**src/rtl/axi_rd_native_responder_pkg.sv**
```systemverilog
// Shared constants and FSM state type for the AXI read-channel responder.
package axi_rd_native_responder_pkg;

  localparam logic [1:0] AXI_BURST_FIXED = 2'd0;
  localparam logic [1:0] AXI_BURST_INCR  = 2'd1;
  localparam logic [1:0] AXI_BURST_WRAP  = 2'd2;

  localparam logic [1:0] AXI_RESP_OKAY   = 2'd0;
  localparam logic [1:0] AXI_RESP_SLVERR = 2'd2;

  typedef enum logic [1:0] {
    ST_IDLE  = 2'd0,
    ST_ISSUE = 2'd1,
    ST_DRAIN = 2'd2,
    ST_ERR   = 2'd3
  } rd_state_t;

  function automatic int beat_log2(input int data_w);
    return $clog2(data_w / 8);
  endfunction

endpackage

```
**src/rtl/axi_rd_native_responder_if.sv**
```systemverilog
// AXI read port plus native command/read-data port of the read responder.
interface axi_rd_native_responder_if #(
  parameter int ADDR_W = 32,
  parameter int DATA_W = 256,
  parameter int ID_W   = 1
);

  logic              axi_ar_valid;
  logic              axi_ar_ready;
  logic [ADDR_W-1:0] axi_ar_payload_addr;
  logic [1:0]        axi_ar_payload_burst;
  logic [7:0]        axi_ar_payload_len;
  logic [3:0]        axi_ar_payload_size;
  logic [ID_W-1:0]   axi_ar_payload_id;
  logic              axi_ar_payload_lock;
  logic [2:0]        axi_ar_payload_prot;
  logic [3:0]        axi_ar_payload_cache;
  logic [3:0]        axi_ar_payload_qos;
  logic              axi_ar_first;
  logic              axi_ar_last;

  logic              axi_r_valid;
  logic              axi_r_ready;
  logic [DATA_W-1:0] axi_r_payload_data;
  logic [1:0]        axi_r_payload_resp;
  logic [ID_W-1:0]   axi_r_payload_id;
  logic              axi_r_first;
  logic              axi_r_last;

  logic              native_cmd_valid;
  logic              native_cmd_ready;
  logic [ADDR_W-1:0] native_cmd_payload_addr;
  logic              native_cmd_payload_we;
  logic              native_cmd_payload_mw;
  logic              native_cmd_first;
  logic              native_cmd_last;

  logic              rdata_valid;
  logic              rdata_ready;
  logic [DATA_W-1:0] rdata_payload_data;

  modport slave (
    input  axi_ar_valid, axi_ar_payload_addr, axi_ar_payload_burst, axi_ar_payload_len,
           axi_ar_payload_size, axi_ar_payload_id, axi_ar_payload_lock, axi_ar_payload_prot,
           axi_ar_payload_cache, axi_ar_payload_qos, axi_ar_first, axi_ar_last,
           axi_r_ready, native_cmd_ready, rdata_valid, rdata_payload_data,
    output axi_ar_ready, axi_r_valid, axi_r_payload_data, axi_r_payload_resp, axi_r_payload_id,
           axi_r_first, axi_r_last, native_cmd_valid, native_cmd_payload_addr,
           native_cmd_payload_we, native_cmd_payload_mw, native_cmd_first, native_cmd_last,
           rdata_ready
  );

  modport master (
    output axi_ar_valid, axi_ar_payload_addr, axi_ar_payload_burst, axi_ar_payload_len,
           axi_ar_payload_size, axi_ar_payload_id, axi_ar_payload_lock, axi_ar_payload_prot,
           axi_ar_payload_cache, axi_ar_payload_qos, axi_ar_first, axi_ar_last,
           axi_r_ready, native_cmd_ready, rdata_valid, rdata_payload_data,
    input  axi_ar_ready, axi_r_valid, axi_r_payload_data, axi_r_payload_resp, axi_r_payload_id,
           axi_r_first, axi_r_last, native_cmd_valid, native_cmd_payload_addr,
           native_cmd_payload_we, native_cmd_payload_mw, native_cmd_first, native_cmd_last,
           rdata_ready
  );

endinterface

```
**src/rtl/axi_rd_native_responder.sv**
```systemverilog
// AXI4 read responder: splits each AR burst into single-beat native reads and
// returns the native data, in command order, as R beats through one output register.
//
// state | meaning
// IDLE  | waiting for AR (axi_ar_ready high)
// ISSUE | legal burst: issuing native commands, collecting read data
// DRAIN | all commands issued, returning the remaining R beats
// ERR   | illegal burst: returning len+1 SLVERR beats, no native traffic
module axi_rd_native_responder
  import axi_rd_native_responder_pkg::*;
#(
  parameter int ADDR_W          = 32,
  parameter int DATA_W          = 256,
  parameter int ID_W            = 1,
  parameter int MAX_OUTSTANDING = 4
) (
  input logic                     clk,
  input logic                     rst,
  axi_rd_native_responder_if.slave bus
);

  localparam int BEAT_LOG2 = beat_log2(DATA_W);
  localparam int OUT_W     = $clog2(MAX_OUTSTANDING) + 1;

  rd_state_t         state;
  rd_state_t         state_next;

  logic [ADDR_W-1:0] addr_q;
  logic [1:0]        burst_q;
  logic [7:0]        len_q;
  logic [ID_W-1:0]   id_q;
  logic [8:0]        cmds_left;
  logic [8:0]        beat_cnt;
  logic [OUT_W-1:0]  outstanding;

  logic              r_valid_q;
  logic [DATA_W-1:0] r_data_q;
  logic [1:0]        r_resp_q;

  logic              ar_ready;
  logic              cmd_valid;
  logic              rdata_ready;

  logic              ar_fire;
  logic              ar_legal;
  logic              cmd_fire;
  logic              rdata_fire;
  logic              r_fire;
  logic              r_last;

  assign ar_fire    = bus.axi_ar_valid && ar_ready;
  assign ar_legal   = (bus.axi_ar_payload_burst != AXI_BURST_WRAP) &&
                      (bus.axi_ar_payload_size == 4'(BEAT_LOG2));
  assign cmd_fire   = cmd_valid && bus.native_cmd_ready;
  assign rdata_fire = bus.rdata_valid && rdata_ready;
  assign r_fire     = r_valid_q && bus.axi_r_ready;
  assign r_last     = r_valid_q && (beat_cnt == {1'b0, len_q});

  always_ff @(posedge clk) begin
    if (rst) begin
      state <= ST_IDLE;
    end else begin
      state <= state_next;
    end
  end

  always_comb begin
    state_next = state;
    case (state)
      ST_IDLE: begin
        if (ar_fire) begin
          state_next = ar_legal ? ST_ISSUE : ST_ERR;
        end
      end
      ST_ISSUE: begin
        if (cmd_fire && (cmds_left == 9'd1)) begin
          state_next = ST_DRAIN;
        end
      end
      ST_DRAIN, ST_ERR: begin
        if (r_fire && r_last) begin
          state_next = ST_IDLE;
        end
      end
      default: state_next = ST_IDLE;
    endcase
  end

  // Native data is only accepted while a legal burst is active; the output
  // register takes a new beat whenever it is empty or being emptied.
  always_comb begin
    ar_ready    = 1'b0;
    cmd_valid   = 1'b0;
    rdata_ready = 1'b0;
    case (state)
      ST_IDLE:  ar_ready = !rst;
      ST_ISSUE: begin
        cmd_valid   = (outstanding < OUT_W'(MAX_OUTSTANDING)) && (cmds_left != 9'd0);
        rdata_ready = !r_valid_q || bus.axi_r_ready;
      end
      ST_DRAIN: rdata_ready = !r_valid_q || bus.axi_r_ready;
      default: ;
    endcase
  end

  always_ff @(posedge clk) begin
    if (rst) begin
      addr_q    <= '0;
      burst_q   <= '0;
      len_q     <= '0;
      id_q      <= '0;
      cmds_left <= '0;
    end else if (ar_fire) begin
      addr_q    <= bus.axi_ar_payload_addr;
      burst_q   <= bus.axi_ar_payload_burst;
      len_q     <= bus.axi_ar_payload_len;
      id_q      <= bus.axi_ar_payload_id;
      cmds_left <= ar_legal ? ({1'b0, bus.axi_ar_payload_len} + 9'd1) : 9'd0;
    end else if (cmd_fire) begin
      cmds_left <= cmds_left - 9'd1;
      if (burst_q == AXI_BURST_INCR) begin
        addr_q <= addr_q + (ADDR_W'(1) << BEAT_LOG2);
      end
    end
  end

  always_ff @(posedge clk) begin
    if (rst) begin
      outstanding <= '0;
    end else begin
      case ({cmd_fire, rdata_fire})
        2'b10:   outstanding <= outstanding + OUT_W'(1);
        2'b01:   outstanding <= outstanding - OUT_W'(1);
        default: outstanding <= outstanding;
      endcase
    end
  end

  always_ff @(posedge clk) begin
    if (rst) begin
      beat_cnt <= '0;
    end else if (state_next == ST_IDLE) begin
      beat_cnt <= '0;
    end else if (r_fire) begin
      beat_cnt <= beat_cnt + 9'd1;
    end
  end

  // Error bursts reuse the output register: it stays full with a zero SLVERR
  // beat until the last one is taken.
  always_ff @(posedge clk) begin
    if (rst) begin
      r_valid_q <= 1'b0;
      r_data_q  <= '0;
      r_resp_q  <= AXI_RESP_OKAY;
    end else if (ar_fire && !ar_legal) begin
      r_valid_q <= 1'b1;
      r_data_q  <= '0;
      r_resp_q  <= AXI_RESP_SLVERR;
    end else if (rdata_fire) begin
      r_valid_q <= 1'b1;
      r_data_q  <= bus.rdata_payload_data;
      r_resp_q  <= AXI_RESP_OKAY;
    end else if (r_fire) begin
      r_valid_q <= (state == ST_ERR) && !r_last;
    end
  end

  assign bus.axi_ar_ready            = ar_ready;
  assign bus.native_cmd_valid        = cmd_valid;
  assign bus.rdata_ready             = rdata_ready;
  assign bus.native_cmd_payload_addr = addr_q >> BEAT_LOG2;
  assign bus.native_cmd_payload_we   = 1'b0;
  assign bus.native_cmd_payload_mw   = 1'b0;
  assign bus.native_cmd_first        = 1'b1;
  assign bus.native_cmd_last         = 1'b1;

  assign bus.axi_r_valid        = r_valid_q;
  assign bus.axi_r_payload_data = r_data_q;
  assign bus.axi_r_payload_resp = r_resp_q;
  assign bus.axi_r_payload_id   = id_q;
  assign bus.axi_r_first        = r_valid_q && (beat_cnt == 9'd0);
  assign bus.axi_r_last         = r_last;

  logic unused_ar_sideband;
  assign unused_ar_sideband = ^{bus.axi_ar_payload_lock, bus.axi_ar_payload_prot,
                                bus.axi_ar_payload_cache, bus.axi_ar_payload_qos,
                                bus.axi_ar_first, bus.axi_ar_last};

endmodule

```
**src/flat_wrapper.sv**
```systemverilog
// flat-port wrapper written by rule: the top's interface ports become plain ports
module axi_rd_native_responder_flat import axi_rd_native_responder_pkg::*;
#(
  parameter int ADDR_W          = 32,
  parameter int DATA_W          = 256,
  parameter int ID_W            = 1,
  parameter int MAX_OUTSTANDING = 4
)
  (clk, rst, bus_axi_ar_valid, bus_axi_ar_payload_addr, bus_axi_ar_payload_burst, bus_axi_ar_payload_len, bus_axi_ar_payload_size, bus_axi_ar_payload_id, bus_axi_ar_payload_lock, bus_axi_ar_payload_prot, bus_axi_ar_payload_cache, bus_axi_ar_payload_qos, bus_axi_ar_first, bus_axi_ar_last, bus_axi_r_ready, bus_native_cmd_ready, bus_rdata_valid, bus_rdata_payload_data, bus_axi_ar_ready, bus_axi_r_valid, bus_axi_r_payload_data, bus_axi_r_payload_resp, bus_axi_r_payload_id, bus_axi_r_first, bus_axi_r_last, bus_native_cmd_valid, bus_native_cmd_payload_addr, bus_native_cmd_payload_we, bus_native_cmd_payload_mw, bus_native_cmd_first, bus_native_cmd_last, bus_rdata_ready);
  axi_rd_native_responder_if #(.ADDR_W(ADDR_W), .DATA_W(DATA_W), .ID_W(ID_W)) bus_i ();
  input logic clk;
  input logic rst;
  input wire logic [$bits(bus_i.axi_ar_valid)-1:0] bus_axi_ar_valid;
  input wire logic [$bits(bus_i.axi_ar_payload_addr)-1:0] bus_axi_ar_payload_addr;
  input wire logic [$bits(bus_i.axi_ar_payload_burst)-1:0] bus_axi_ar_payload_burst;
  input wire logic [$bits(bus_i.axi_ar_payload_len)-1:0] bus_axi_ar_payload_len;
  input wire logic [$bits(bus_i.axi_ar_payload_size)-1:0] bus_axi_ar_payload_size;
  input wire logic [$bits(bus_i.axi_ar_payload_id)-1:0] bus_axi_ar_payload_id;
  input wire logic [$bits(bus_i.axi_ar_payload_lock)-1:0] bus_axi_ar_payload_lock;
  input wire logic [$bits(bus_i.axi_ar_payload_prot)-1:0] bus_axi_ar_payload_prot;
  input wire logic [$bits(bus_i.axi_ar_payload_cache)-1:0] bus_axi_ar_payload_cache;
  input wire logic [$bits(bus_i.axi_ar_payload_qos)-1:0] bus_axi_ar_payload_qos;
  input wire logic [$bits(bus_i.axi_ar_first)-1:0] bus_axi_ar_first;
  input wire logic [$bits(bus_i.axi_ar_last)-1:0] bus_axi_ar_last;
  input wire logic [$bits(bus_i.axi_r_ready)-1:0] bus_axi_r_ready;
  input wire logic [$bits(bus_i.native_cmd_ready)-1:0] bus_native_cmd_ready;
  input wire logic [$bits(bus_i.rdata_valid)-1:0] bus_rdata_valid;
  input wire logic [$bits(bus_i.rdata_payload_data)-1:0] bus_rdata_payload_data;
  output wire logic [$bits(bus_i.axi_ar_ready)-1:0] bus_axi_ar_ready;
  output wire logic [$bits(bus_i.axi_r_valid)-1:0] bus_axi_r_valid;
  output wire logic [$bits(bus_i.axi_r_payload_data)-1:0] bus_axi_r_payload_data;
  output wire logic [$bits(bus_i.axi_r_payload_resp)-1:0] bus_axi_r_payload_resp;
  output wire logic [$bits(bus_i.axi_r_payload_id)-1:0] bus_axi_r_payload_id;
  output wire logic [$bits(bus_i.axi_r_first)-1:0] bus_axi_r_first;
  output wire logic [$bits(bus_i.axi_r_last)-1:0] bus_axi_r_last;
  output wire logic [$bits(bus_i.native_cmd_valid)-1:0] bus_native_cmd_valid;
  output wire logic [$bits(bus_i.native_cmd_payload_addr)-1:0] bus_native_cmd_payload_addr;
  output wire logic [$bits(bus_i.native_cmd_payload_we)-1:0] bus_native_cmd_payload_we;
  output wire logic [$bits(bus_i.native_cmd_payload_mw)-1:0] bus_native_cmd_payload_mw;
  output wire logic [$bits(bus_i.native_cmd_first)-1:0] bus_native_cmd_first;
  output wire logic [$bits(bus_i.native_cmd_last)-1:0] bus_native_cmd_last;
  output wire logic [$bits(bus_i.rdata_ready)-1:0] bus_rdata_ready;
  assign bus_i.axi_ar_valid = bus_axi_ar_valid;
  assign bus_i.axi_ar_payload_addr = bus_axi_ar_payload_addr;
  assign bus_i.axi_ar_payload_burst = bus_axi_ar_payload_burst;
  assign bus_i.axi_ar_payload_len = bus_axi_ar_payload_len;
  assign bus_i.axi_ar_payload_size = bus_axi_ar_payload_size;
  assign bus_i.axi_ar_payload_id = bus_axi_ar_payload_id;
  assign bus_i.axi_ar_payload_lock = bus_axi_ar_payload_lock;
  assign bus_i.axi_ar_payload_prot = bus_axi_ar_payload_prot;
  assign bus_i.axi_ar_payload_cache = bus_axi_ar_payload_cache;
  assign bus_i.axi_ar_payload_qos = bus_axi_ar_payload_qos;
  assign bus_i.axi_ar_first = bus_axi_ar_first;
  assign bus_i.axi_ar_last = bus_axi_ar_last;
  assign bus_i.axi_r_ready = bus_axi_r_ready;
  assign bus_i.native_cmd_ready = bus_native_cmd_ready;
  assign bus_i.rdata_valid = bus_rdata_valid;
  assign bus_i.rdata_payload_data = bus_rdata_payload_data;
  assign bus_axi_ar_ready = bus_i.axi_ar_ready;
  assign bus_axi_r_valid = bus_i.axi_r_valid;
  assign bus_axi_r_payload_data = bus_i.axi_r_payload_data;
  assign bus_axi_r_payload_resp = bus_i.axi_r_payload_resp;
  assign bus_axi_r_payload_id = bus_i.axi_r_payload_id;
  assign bus_axi_r_first = bus_i.axi_r_first;
  assign bus_axi_r_last = bus_i.axi_r_last;
  assign bus_native_cmd_valid = bus_i.native_cmd_valid;
  assign bus_native_cmd_payload_addr = bus_i.native_cmd_payload_addr;
  assign bus_native_cmd_payload_we = bus_i.native_cmd_payload_we;
  assign bus_native_cmd_payload_mw = bus_i.native_cmd_payload_mw;
  assign bus_native_cmd_first = bus_i.native_cmd_first;
  assign bus_native_cmd_last = bus_i.native_cmd_last;
  assign bus_rdata_ready = bus_i.rdata_ready;
  axi_rd_native_responder #(.ADDR_W(ADDR_W), .DATA_W(DATA_W), .ID_W(ID_W), .MAX_OUTSTANDING(MAX_OUTSTANDING)) u_core (.clk(clk), .rst(rst), .bus(bus_i));
endmodule
```
**config.mk**
```make
export PLATFORM = sky130hd
export DESIGN_NAME = axi_rd_native_responder_flat
export DESIGN_NICKNAME = d
export VERILOG_FILES = /design/src/rtl/axi_rd_native_responder_pkg.sv /design/src/rtl/axi_rd_native_responder_if.sv /design/src/rtl/axi_rd_native_responder.sv /design/src/flat_wrapper.sv
export SDC_FILE = /design/constraint.sdc
export NUM_CORES = 1
export LEC_CHECK = 0
export CORE_AREA = 4 4 242 244
export DETAILED_ROUTE_END_ITERATION = 16
export DIE_AREA = 0 0 246 248
export GPL_TIMING_DRIVEN = 0
export SYNTH_ARGS = -nofsm -noshare
export SYNTH_HDL_FRONTEND = slang
export SYNTH_SLANG_ARGS = --single-unit
```
**constraint.sdc**
```tcl
create_clock -name clk -period 3.12 [get_ports clk]
set_clock_uncertainty 0.1 [all_clocks]
set_input_delay 0.624 -clock clk [delete_from_list [all_inputs] [get_ports clk]]
set_output_delay 0.624 -clock clk [all_outputs]
set_load 0.05 [all_outputs]
```
== Word level (Yosys, flattened, before mapping) ==
Cells that the tools add are included.
W data, S select, Z words.
Storage, ports and cells
  output and inout bits: 301
  register bits after elaboration: 324
Cells by class
  multiplexer cells: 20
  reductions and logical operators: 31
  equal/unequal tests: 10
  order comparisons: 1
  $add $sub $neg: 6
Operator list (number)
  $mux W32: 3
  $add A32 B6 Y32 const B: 1
  $mux W9: 3
  $logic_and A1 B1 Y1: 12
  $mux W2: 6
  $add A8 B1 Y9 const B: 1
  $add A9 B1 Y9 const B: 1
  $eq A9 B1 Y1 const B: 1
  $eq A9 B8 Y1: 1
  $logic_not A9 Y1: 1
  $reduce_bool A9 Y1: 1
  $sub A9 B1 Y9 const B: 1
  $reduce_bool A2 Y1: 4
  $reduce_or A2 Y1: 4
  $eq A2 B1 Y1 const B: 3
  $eq A2 B2 Y1 const B: 3
  $mux W1: 6
  $pmux W2 S3: 1
  $pmux W3 S2: 1
  $eq A4 B3 Y1 const B: 1
  $logic_not A1 Y1: 4
  $logic_not A2 Y1: 2
  $add A3 B1 Y3 const B: 1
  $lt A3 B3 Y1 const B: 1
  5 further kinds: 5

== Logic depth before layout (Yosys ltp) ==
Gate-level depths: netlist (run 1).
  depth after elaboration: 9
  mapped depth: 12
  mapped depth without buffers: 11

== Least setup slack after synthesis (run 1) ==
OpenSTA, ideal clock, no wires.
  kind: reg2reg
  start point: register u_core.state[1]
  end point: register u_core.outstanding[2]
  slack: -0.926 ns
  stages on the path, launching flop included: 13
  path buffers: 1
  required time: 2.949 ns
  arrival time: 3.875 ns
  setup time: 0.071 ns
  cells stage by stage: dfxtp_1 -> inv_1 -> ha_1 -> a21boi_0 -> nand2_1 -> clkinv_1 -> clkbuf_1 -> ha_1 -> inv_1 -> fa_1 -> xor2_1 -> or3_1 -> a21oi_1
Between the ends
  longest elaborated chain between the ends: 6
RTL lines
  from (decl): RTL line axi_rd_native_responder.sv:25  | rd_state_t state;
  from (signal assigned): RTL line axi_rd_native_responder.sv:63  | state <= state_next;
  $eq A2 B1 Y1 / $eq A2 B2 Y1 (equally long branches): RTL line axi_rd_native_responder.sv:95  | case (state)
  $reduce_or A2 Y1 (no line) (*)
  $mux W1 (*)
  net bus_rdata_ready: RTL line flat_wrapper.sv:42  | output wire logic [$bits(bus_i.rdata_ready)-1:0] bus_rdata_ready;
  $logic_and A1 B1 Y1 (*): RTL line axi_rd_native_responder.sv:55  | assign rdata_fire = bus.rdata_valid && rdata_ready;
  net u_core.rdata_fire: RTL line axi_rd_native_responder.sv:47  | logic rdata_fire;
  $eq A2 B1 Y1 / $eq A2 B2 Y1 (equally long branches): RTL line axi_rd_native_responder.sv:131  | case ({cmd_fire, rdata_fire})
  $pmux W3 S2 / $reduce_bool A2 Y1 (equally long branches)
  to (signal assigned): RTL line axi_rd_native_responder.sv:132  | 2'b10: outstanding <= outstanding + OUT_W'(1);
  to (signal assigned): RTL line axi_rd_native_responder.sv:133  | 2'b01: outstanding <= outstanding - OUT_W'(1);
  to (signal assigned): RTL line axi_rd_native_responder.sv:134  | default: outstanding <= outstanding;
  to (decl): RTL line axi_rd_native_responder.sv:34  | logic [OUT_W-1:0] outstanding;
The timed path passes the listed nets; every way through them passes the cells marked *.
A chain may end at the register's enable or synchronous reset.

== Final worst setup path (run 1) ==
  start point: register u_core.state[1]
  end point: output port bus_native_cmd_valid
Between the ends
  longest elaborated chain between the ends: 2
RTL lines
  $eq A2 B1 Y1: RTL line axi_rd_native_responder.sv:95
  $mux W1: RTL line axi_rd_native_responder.sv:95
  to (decl): RTL line flat_wrapper.sv:36  | output wire logic [$bits(bus_i.native_cmd_valid)-1:0] bus_native_cmd_valid;
No other way between the ends.

==> summary.md, run 1 <==
| Metric | Value |
|---|---|
| Total grt overflow | 0 |
| Maximum Capacitance Violations | 0 |
| Maximum number of pins on one net before global-route repair | 13 |
| Total global-route track usage | 0.162 |
| Prevailing post-synth register cell | dfxtp_1 |
| TritonCTS clock tree | built |
| Count of nets left with antenna violations after detail routing | 0 |
| Setup repair after global routing missed its margin | true |
| Post-Route Setup TNS | 0 ns |
| Fraction of final layout cells sized beyond drive strength 1 | 0.0561 |
| Total of fill cells in the finished design | 5873 |
| Fraction of the yosys area taken by sequential cells | 0.514 |
| Initial core utilization | 0.221 |
| Antenna violations before repair | 2 |
| Hold Crit Endpoint | u_core.bus.axi_r_payload_data[72] |
| Via density per instance | 4.41 |
| H-Tree Depth | 2 |
| Total area of sequential cells | 6390 um^2 |
| Number of input and output port buffers inserted | 594 |
| Number of standard cells after synthesis | 1571 |
| Sinks on Clock Net | 319 |
| DRT Pass-1 Iters | 7 |
| Depth of the most critical reg-to-reg path | 10 |
| Netlist area before placement | 12400 um^2 |
| Relative max-transition margin | 0.401 |
| Worst Setup End Kind | output port |
| Top cells by instance count after synthesis | 544 x nand2_1, 319 x dfxtp_1, 280 x a21oi_1, 98 x clkbuf_1, 43 x nor2_1 |
| Sequential group share of total power | 0.319 |
| Half-perimeter wire length after placement | 42.4 mm |
| Slew at the pin with the worst max-slew slack | 0.895 ns |
| Clock latency at the later pin of the worst-skew pair | 0.54 ns |
| Clk pin slew, worst setup/hold paths | 0.06 ns |
| Dominant cell type by area after synthesis | dfxtp_1 |
| WL per Instance | 17.7 um |
| Synth async-reset ratio | 0 |
| Launch point of the worst reg-to-reg path | u_core.cmds_left[4] |
| Cell area after layout | 20700 um^2 |
| Cell variety after synth | 58 |
| Clock root buffer master | clkbuf_16 |
| Final hold violation count | 0 |
| Number of top-level pins | 624 |
| Total power divided by cell area | 765 nW/um^2 |
| Drt drc | 0 |
| Result of the run | completed |
| Relative area change from synthesis to final layout | 66.6% |
| Highest Clock Rate | 331 MHz |
| Part of the power in combinational logic | 0.399 |
| Full die area | 61000 um^2 |
| Reported leakage power | 7.01 nW |
| CP required | 2.40 ns |
| Number of storage elements in the synthesis netlist | 319 |
| Final routed wirelength across all metal layers | 53.1 mm |
| Largest driver fanout on the critical path | 5 |
| Internal power consumption | 9.34 mW |
| Iteration-0 DRC Markers | 542 |
| Sort of element at the start of the critical path | flop |
| Largest cells by area after synthesis | dfxtp_1 51%, nand2_1 16%, a21oi_1 11%, clkbuf_1 3.0%, xnor2_1 2.0% |
| Total power after layout | 15.8 mW |
| Width of the chip | 246 um |
| Number of core rows | 87 |
| Core Region | 56300 um^2 |
| Placement Cell Area | 19400 um^2 |
| Maximum buffer depth of the clock tree | 3 |
| Area of the multi-input gates | 5540 um^2 |
| Die extent in y | 248 um |
| Share of power burned in the clock network | 0.281 |
| Syn Area/Cell | 7.91 um^2 |
| Capture instance of the worst register-to-register path | u_core.outstanding[2] |
| Crit Path Category | flop to output port |
| Number of nets in the finished design | 2551 |
| Register-to-register setup slack | 0.15 ns |
| Last weighted congestion value of the routability-driven placer | 0.871 |
| Cell with the most instances after synthesis | nand2_1 |
| Period utilization | 0.968 |
| Yosys top cell area share | 0.514 |
| Via count of the first global-routing pass | 13200 |
| Worst endpoint data arrival time | 2.30 ns |
| Hold path startpoint | u_core.bus.axi_r_payload_data[72] |
| Worst hold-check path type | flop to flop |
| Count of warnings emitted by yosys | 0 |
| Switching power share of the total | 0.410 |
| Number of enable flip-flop cells after synthesis | 0 |
| Clock period minus final worst setup slack | 3.02 ns |
| Hold Crit Depth | 2 |
| Setup Viol. Count Final | 0 |
| Global-route wire length before repair | 77.0 mm |
| P_sw | 6.49 mW |
| TritonCTS buffer count | 39 |
| IR drop worst, VDD | 385 uV |
| Number of pins with negative max-slew slack in the final report | 0 |
| Via count of the routed design | 13200 |
## layout make-up
| class | instances | share of cell area |
|---|---|---|
| multi-input cells | 1122 | 0.268 |
| inverters | 20 | 0.00387 |
| well taps | 756 | 0.0457 |
| clock inverters | 14 | 0.00562 |
| repair buffers | 595 | 0.287 |
| plain buffers | 117 | 0.0259 |
| clock buffers | 57 | 0.0553 |
| diodes | 5 | 0.000605 |
| flip-flops and latches | 319 | 0.309 |
## logic make-up (layout without fill, tap and decap cells)
logic type                 after synthesis  count (layout)  synth area share
and+or+nand+nor                        701             701             0.237
AOI/OAI and AO/OA                      351             351             0.155
DFF                                    319             319             0.514
buffers and inverters                  138             803            0.0460
xor gates and xnor gates                44              44            0.0310
adders and majority gates               14              14            0.0147
other                                    2              15          0.000604
muxes                                    2               2           0.00161
## stage by stage
step / cells / utilization / worst slack (ns) / hold WS (ns)
2_1_floorplan: 1579 / - / -0.0983 / 0.341
3_3_place_gp: 2929 / 0.344 / -1.65 / 0.342
3_5_place_dp: 2929 / 0.344 / -1.68 / 0.345
4_1_cts: 2999 / 0.367 / 0.0196 / 0.353
5_1_grt: 3001 / 0.368 / -0.108 / 0.366
6_report: 3005 / 0.368 / 0.100 / 0.352
## repair_timing
action	in CTS	in global routing
gates cloned	0	0
setup endpoints to repair	264	137
resized for setup	30	27
hold buffers	0	0
hold endpoints to repair	0	0
pin swaps	0	2
setup buffers	0	1
## worst max-delay path by stage
stage | start | slack, ns | cells after the start | end
2_1_floorplan | u_core.state[1] | -0.1 | 12 | u_core.outstanding[2]
4_1_cts | u_core.state[1] | 0.02 | 9 | u_core.bus.axi_r_payload_data[117]
3_5_place_dp | rst | -1.68 | 9 | u_core.bus.axi_r_payload_data[195]
5_1_grt | u_core.state[1] | -0.11 | 9 | u_core.bus.axi_r_payload_data[96]
6_report | u_core.state[1] | 0.10 | 5 | bus_native_cmd_valid
3_3_place_gp | rst | -1.65 | 9 | u_core.bus.axi_r_payload_data[201]
## power groups by stage
stage          clock [mW]  combinational, mW  sequential [mW]
6_report             4.45               6.32             5.06
5_1_grt              4.77               6.77             5.13
4_1_cts              4.60               6.35             5.05
3_5_place_dp            0               6.31             5.13
3_3_place_gp            0               6.26             5.10
2_1_floorplan           0               2.18             6.81
## worst max-delay path, stage by stage, from the launching register on
cell and delay, ns:
dfxtp_1 0.35, inv_1 0.12, ha_1 0.19, inv_1 0.07
a311oi_1 0.41, dlygate4sd2_1 0.62
## per-layer routing
metal  up-vias  global-route usage  part of all wire
li1       6498                   -                 -
met1      6121               0.190              0.39
met2       502               0.274              0.48
met3       115              0.0521             0.088
met4         2              0.0707             0.041
met5         -                   0           0.00024
## registers in the layout, indices dropped and copies added (netlist names), 2 cells and up
signal and cells:
u_core.addr_q 27, u_core.outstanding 3, u_core.cmds_left 9, u_core.state 2
u_core.bus.axi_r_payload_data 256, u_core.beat_cnt 9, u_core.burst_q 2, u_core.len_q 8
## cells in the final DEF, fill, tap and decap left out, types with 9 or more instances in the layout
master	n
clkbuf_1	83
nand4_1	13
xnor2_1	29
a211oi_1	21
nand2b_1	10
o21ai_0	14
or4_1	9
clkbuf_8	11
clkbuf_2	22
nand3_1	16
dfxtp_1	319
buf_4	11
inv_1	18
xor2_1	15
a21oi_1	279
nor2_1	43
nor3_1	14
a311oi_1	9
clkdlybuf4s50_1	589
o31ai_1	9
nand2_1	542
ha_1	12
clkbuf_16	39
conb_1	10
Power figures use the tool's default switching activity.
==> run 2, diff against run 1 <==
ABC_AREA = 1   (was unset)
CORE_AREA = 4 4 238 240   (was 4 4 242 244)
DIE_AREA = 0 0 242 244   (was 0 0 246 248)
==> summary.md, run 2 <==
| Metric | Value |
|---|---|
| Number of pins with negative max-slew slack in the final report | 0 (unchanged) |
| Prevailing post-synth register cell | dfxtp_1 |
| Cell variety after synth | 50 (-14%) |
| Switching power share of the total | 0.320 (-0.0907) |
| Largest driver fanout on the critical path | 4 (-1) |
| Netlist area before placement | 13000 um^2 (+4.7%) |
| Via count of the routed design | 14000 (+5.4%) |
| Hold path startpoint | rst |
| Internal power consumption | 8.30 mW (-11%) |
| Worst Setup End Kind | output port |
| Sort of element at the start of the critical path | flop |
| Post-Route Setup TNS | 0 ns (unchanged) |
| Clock period minus final worst setup slack | 2.99 ns (-0.0287 ns) |
| Number of nets in the finished design | 2716 (+6.5%) |
| Total power divided by cell area | 574 nW/um^2 (-25%) |
| Total global-route track usage | 0.182 (+0.0195) |
| Count of nets left with antenna violations after detail routing | 0 (unchanged) |
| Die extent in y | 244 um (-1.6%) |
| Crit Path Category | flop to output port |
| Largest cells by area after synthesis | dfxtp_1 49%, nand2_1 18%, a21oi_1 12%, inv_1 2.1%, buf_2 2.0% |
| Dominant cell type by area after synthesis | dfxtp_1 |
| Sinks on Clock Net | 319 (unchanged) |
| Number of standard cells after synthesis | 1737 (+11%) |
| Top cells by instance count after synthesis | 628 x nand2_1, 319 x dfxtp_1, 310 x a21oi_1, 72 x inv_1, 52 x buf_2 |
| H-Tree Depth | 2 (unchanged) |
| Yosys top cell area share | 0.491 (-0.0232) |
| Core Region | 54700 um^2 (-2.9%) |
| Half-perimeter wire length after placement | 45.2 mm (+6.7%) |
| Relative max-transition margin | 0.438 (+0.0368) |
| Count of warnings emitted by yosys | 0 (unchanged) |
| Cell with the most instances after synthesis | nand2_1 |
| Number of enable flip-flop cells after synthesis | 0 (unchanged) |
| Final routed wirelength across all metal layers | 56.8 mm (+7.0%) |
| Full die area | 59000 um^2 (-3.2%) |
| Fraction of the yosys area taken by sequential cells | 0.491 (-0.0232) |
| Synth async-reset ratio | 0 (unchanged) |
| Number of core rows | 86 (-1.1%) |
| Number of storage elements in the synthesis netlist | 319 (unchanged) |
| CP required | 2.40 ns (about the same) |
| Last weighted congestion value of the routability-driven placer | 0.902 (+3.6%) |
| Reported leakage power | 7.58 nW (+8.1%) |
| Launch point of the worst path | u_core.state[0] |
| Slew at the pin with the worst max-slew slack | 0.843 ns (-0.0524 ns) |
| TritonCTS buffer count | 40 (+2.6%) |
| Setup Viol. Count Final | 0 (unchanged) |
| Launch point of the worst reg-to-reg path | u_core.state[0] |
| Post-CTS setup repair buffer count | 0 (unchanged) |
| Relative area change from synthesis to final layout | 63.3% |
| Area of the multi-input gates | 5750 um^2 (+3.8%) |
| Flip-flop count of the largest register, all copies and words added | 256 (unchanged) |
| Maximum number of pins on one net before global-route repair | 15 (+2) |
| Drt drc | 0 (unchanged) |
| Share of power burned in the clock network | 0.394 (+0.113) |
| Maximum buffer depth of the clock tree | 3 (unchanged) |
| DRT Pass-1 Iters | 5 (-2) |
| Syn Area/Cell | 7.49 um^2 (-5.3%) |
| Fraction of final layout cells sized beyond drive strength 1 | 0.0805 (+0.0244) |
| Antenna violations before repair | 6 (+4) |
| Maximum Capacitance Violations | 0 (unchanged) |
| Global-route wire length before repair | 85.0 mm (+10%) |
| Sequential group share of total power | 0.367 (+0.048) |
| Iteration-0 DRC Markers | 714 (+32%) |
| Most common cell after layout, fill and taps aside | nand2_1 |
| Worst endpoint data arrival time | 2.27 ns (-0.03 ns) |
| Number of input and output port buffers inserted | 593 (-0.17%) |
| Clock latency at the later pin of the worst-skew pair | 0.55 ns (about the same) |
| Pre-CTS setup slack | -0.741 ns (+0.937 ns) |
| WL per Instance | 18.2 um (+3.2%) |
| Most frequent cells in the layout | 628 x nand2_1, 589 x clkdlybuf4s50_1, 319 x dfxtp_1 |
| Period utilization | 0.959 (-0.00921) |
| Result of the run | completed |
| Clock root buffer master | clkbuf_16 |
| Min setup slack post-route | 0.129 ns (+0.0287 ns) |
| IR drop worst, VDD | 355 uV (-7.7%) |
| Initial core utilization | 0.238 (+0.0173) |
| Setup repair after global routing missed its margin | false |
| Worst hold-check path type | input pin to flop |
| CTS hold repair buffers | 0 (unchanged) |
| Number of top-level pins | 624 (unchanged) |
| Final standard cell utilization of the core | 0.389 (+0.0208) |
| P_sw | 3.90 mW (-40%) |
| Total of fill cells in the finished design | 5561 (-5.3%) |
| Total grt overflow | 0 (unchanged) |
| Final hold violation count | 0 (unchanged) |
| Total area of sequential cells | 6390 um^2 (unchanged) |
| Width of the chip | 242 um (-1.6%) |
| Part of the power in combinational logic | 0.239 (-0.160) |
| Highest Clock Rate | 334 MHz (+0.96%) |
| Clk pin slew, worst setup/hold paths | 0.05 ns (about the same) |
| Via count of the first global-routing pass | 13900 (+5.3%) |
| TritonCTS clock tree | built |
| Via density per instance | 4.48 (+1.6%) |
run 2: cell types whose count changed after synthesis, sizes merged, moves of 10 or more:
cell    change
nand3      +29
xnor2      -26
nor2       +18
inv        +63
nand2b     -10
o21ai      +47
a211oi     -21
a21oi      +30
buf        +54
or4        -10
nand2      +91
clkbuf     -56
run 2: what timing repair did:
item,CTS,global route
endpoints found under the setup margin,6,2
pin swaps,0,0
resized for setup,9,3
endpoints found under the hold margin,0,0
run 2: metal layers:
layer	vias to the layer above	GRT usage	part of all wire
li1	6914	-	-
met1	6431	0.209	0.40
met2	508	0.326	0.49
met3	93	0.0496	0.074
met4	4	0.0635	0.030
met5	-	0	0.00048
run 2: final timing paths:
check / end / slack (ns) / depth (start not counted)
min: u_core.bus.axi_r_payload_resp[1] / 0.26 / 2
min reg2reg: u_core.bus.axi_r_payload_data[179] / 0.36 / 2
max reg2reg: u_core.outstanding[1] / 0.34 / 11
max: bus_axi_ar_ready / 0.13 / 5
run 2: worst max-delay path: stages (launching register included):
cell and delay, ns:
dfxtp_1 0.34, inv_1 0.14, ha_1 0.17, inv_1 0.06, nor2_4 0.16, clkdlybuf4s50_1 0.84
run 2: stage by stage:
stage               instance area (um^2)  hold WS, ns  power [mW]  instances
floorplan                          13000        0.344        6.24       1745
global placement                   19900        0.351        7.46       3042
detailed placement                 19900        0.356        7.49       3042
CTS                                21200        0.235        12.4       3113
global route                       21200        0.244        12.8       3116
finish                             21200        0.258        12.2       3116
run 2: logic make-up (layout without fill, tap and decap cells):
logic type | count (synthesis) | count (layout) | share of synthesized area
AND/OR/NAND/NOR | 789 | 789 | 0.256
AO/OA/AOI/OAI | 398 | 398 | 0.158
flip-flops | 319 | 319 | 0.491
buffers and inverters | 199 | 863 | 0.0701
XOR/XNOR | 16 | 16 | 0.0108
adder cells (fa/ha/maj) | 14 | 14 | 0.0140
other | 2 | 13 | 0.000577
run 2: power groups by stage:
stage,combinational (mW),sequential [mW],clock [mW]
finish,2.92,4.48,4.80
global route,3.12,4.50,5.13
CTS,2.94,4.47,4.94
detailed placement,2.93,4.56,0
global placement,2.91,4.55,0
floorplan,1.00,5.23,0
run 2: layout make-up:
class	count	area share
plain buffers	115	0.0276
inverters	83	0.0152
flip-flops and latches	319	0.301
multi-input cells	1227	0.271
clock inverters	12	0.00813
diodes	3	0.000353
repair buffers	593	0.279
well taps	704	0.0415
clock buffers	60	0.0568
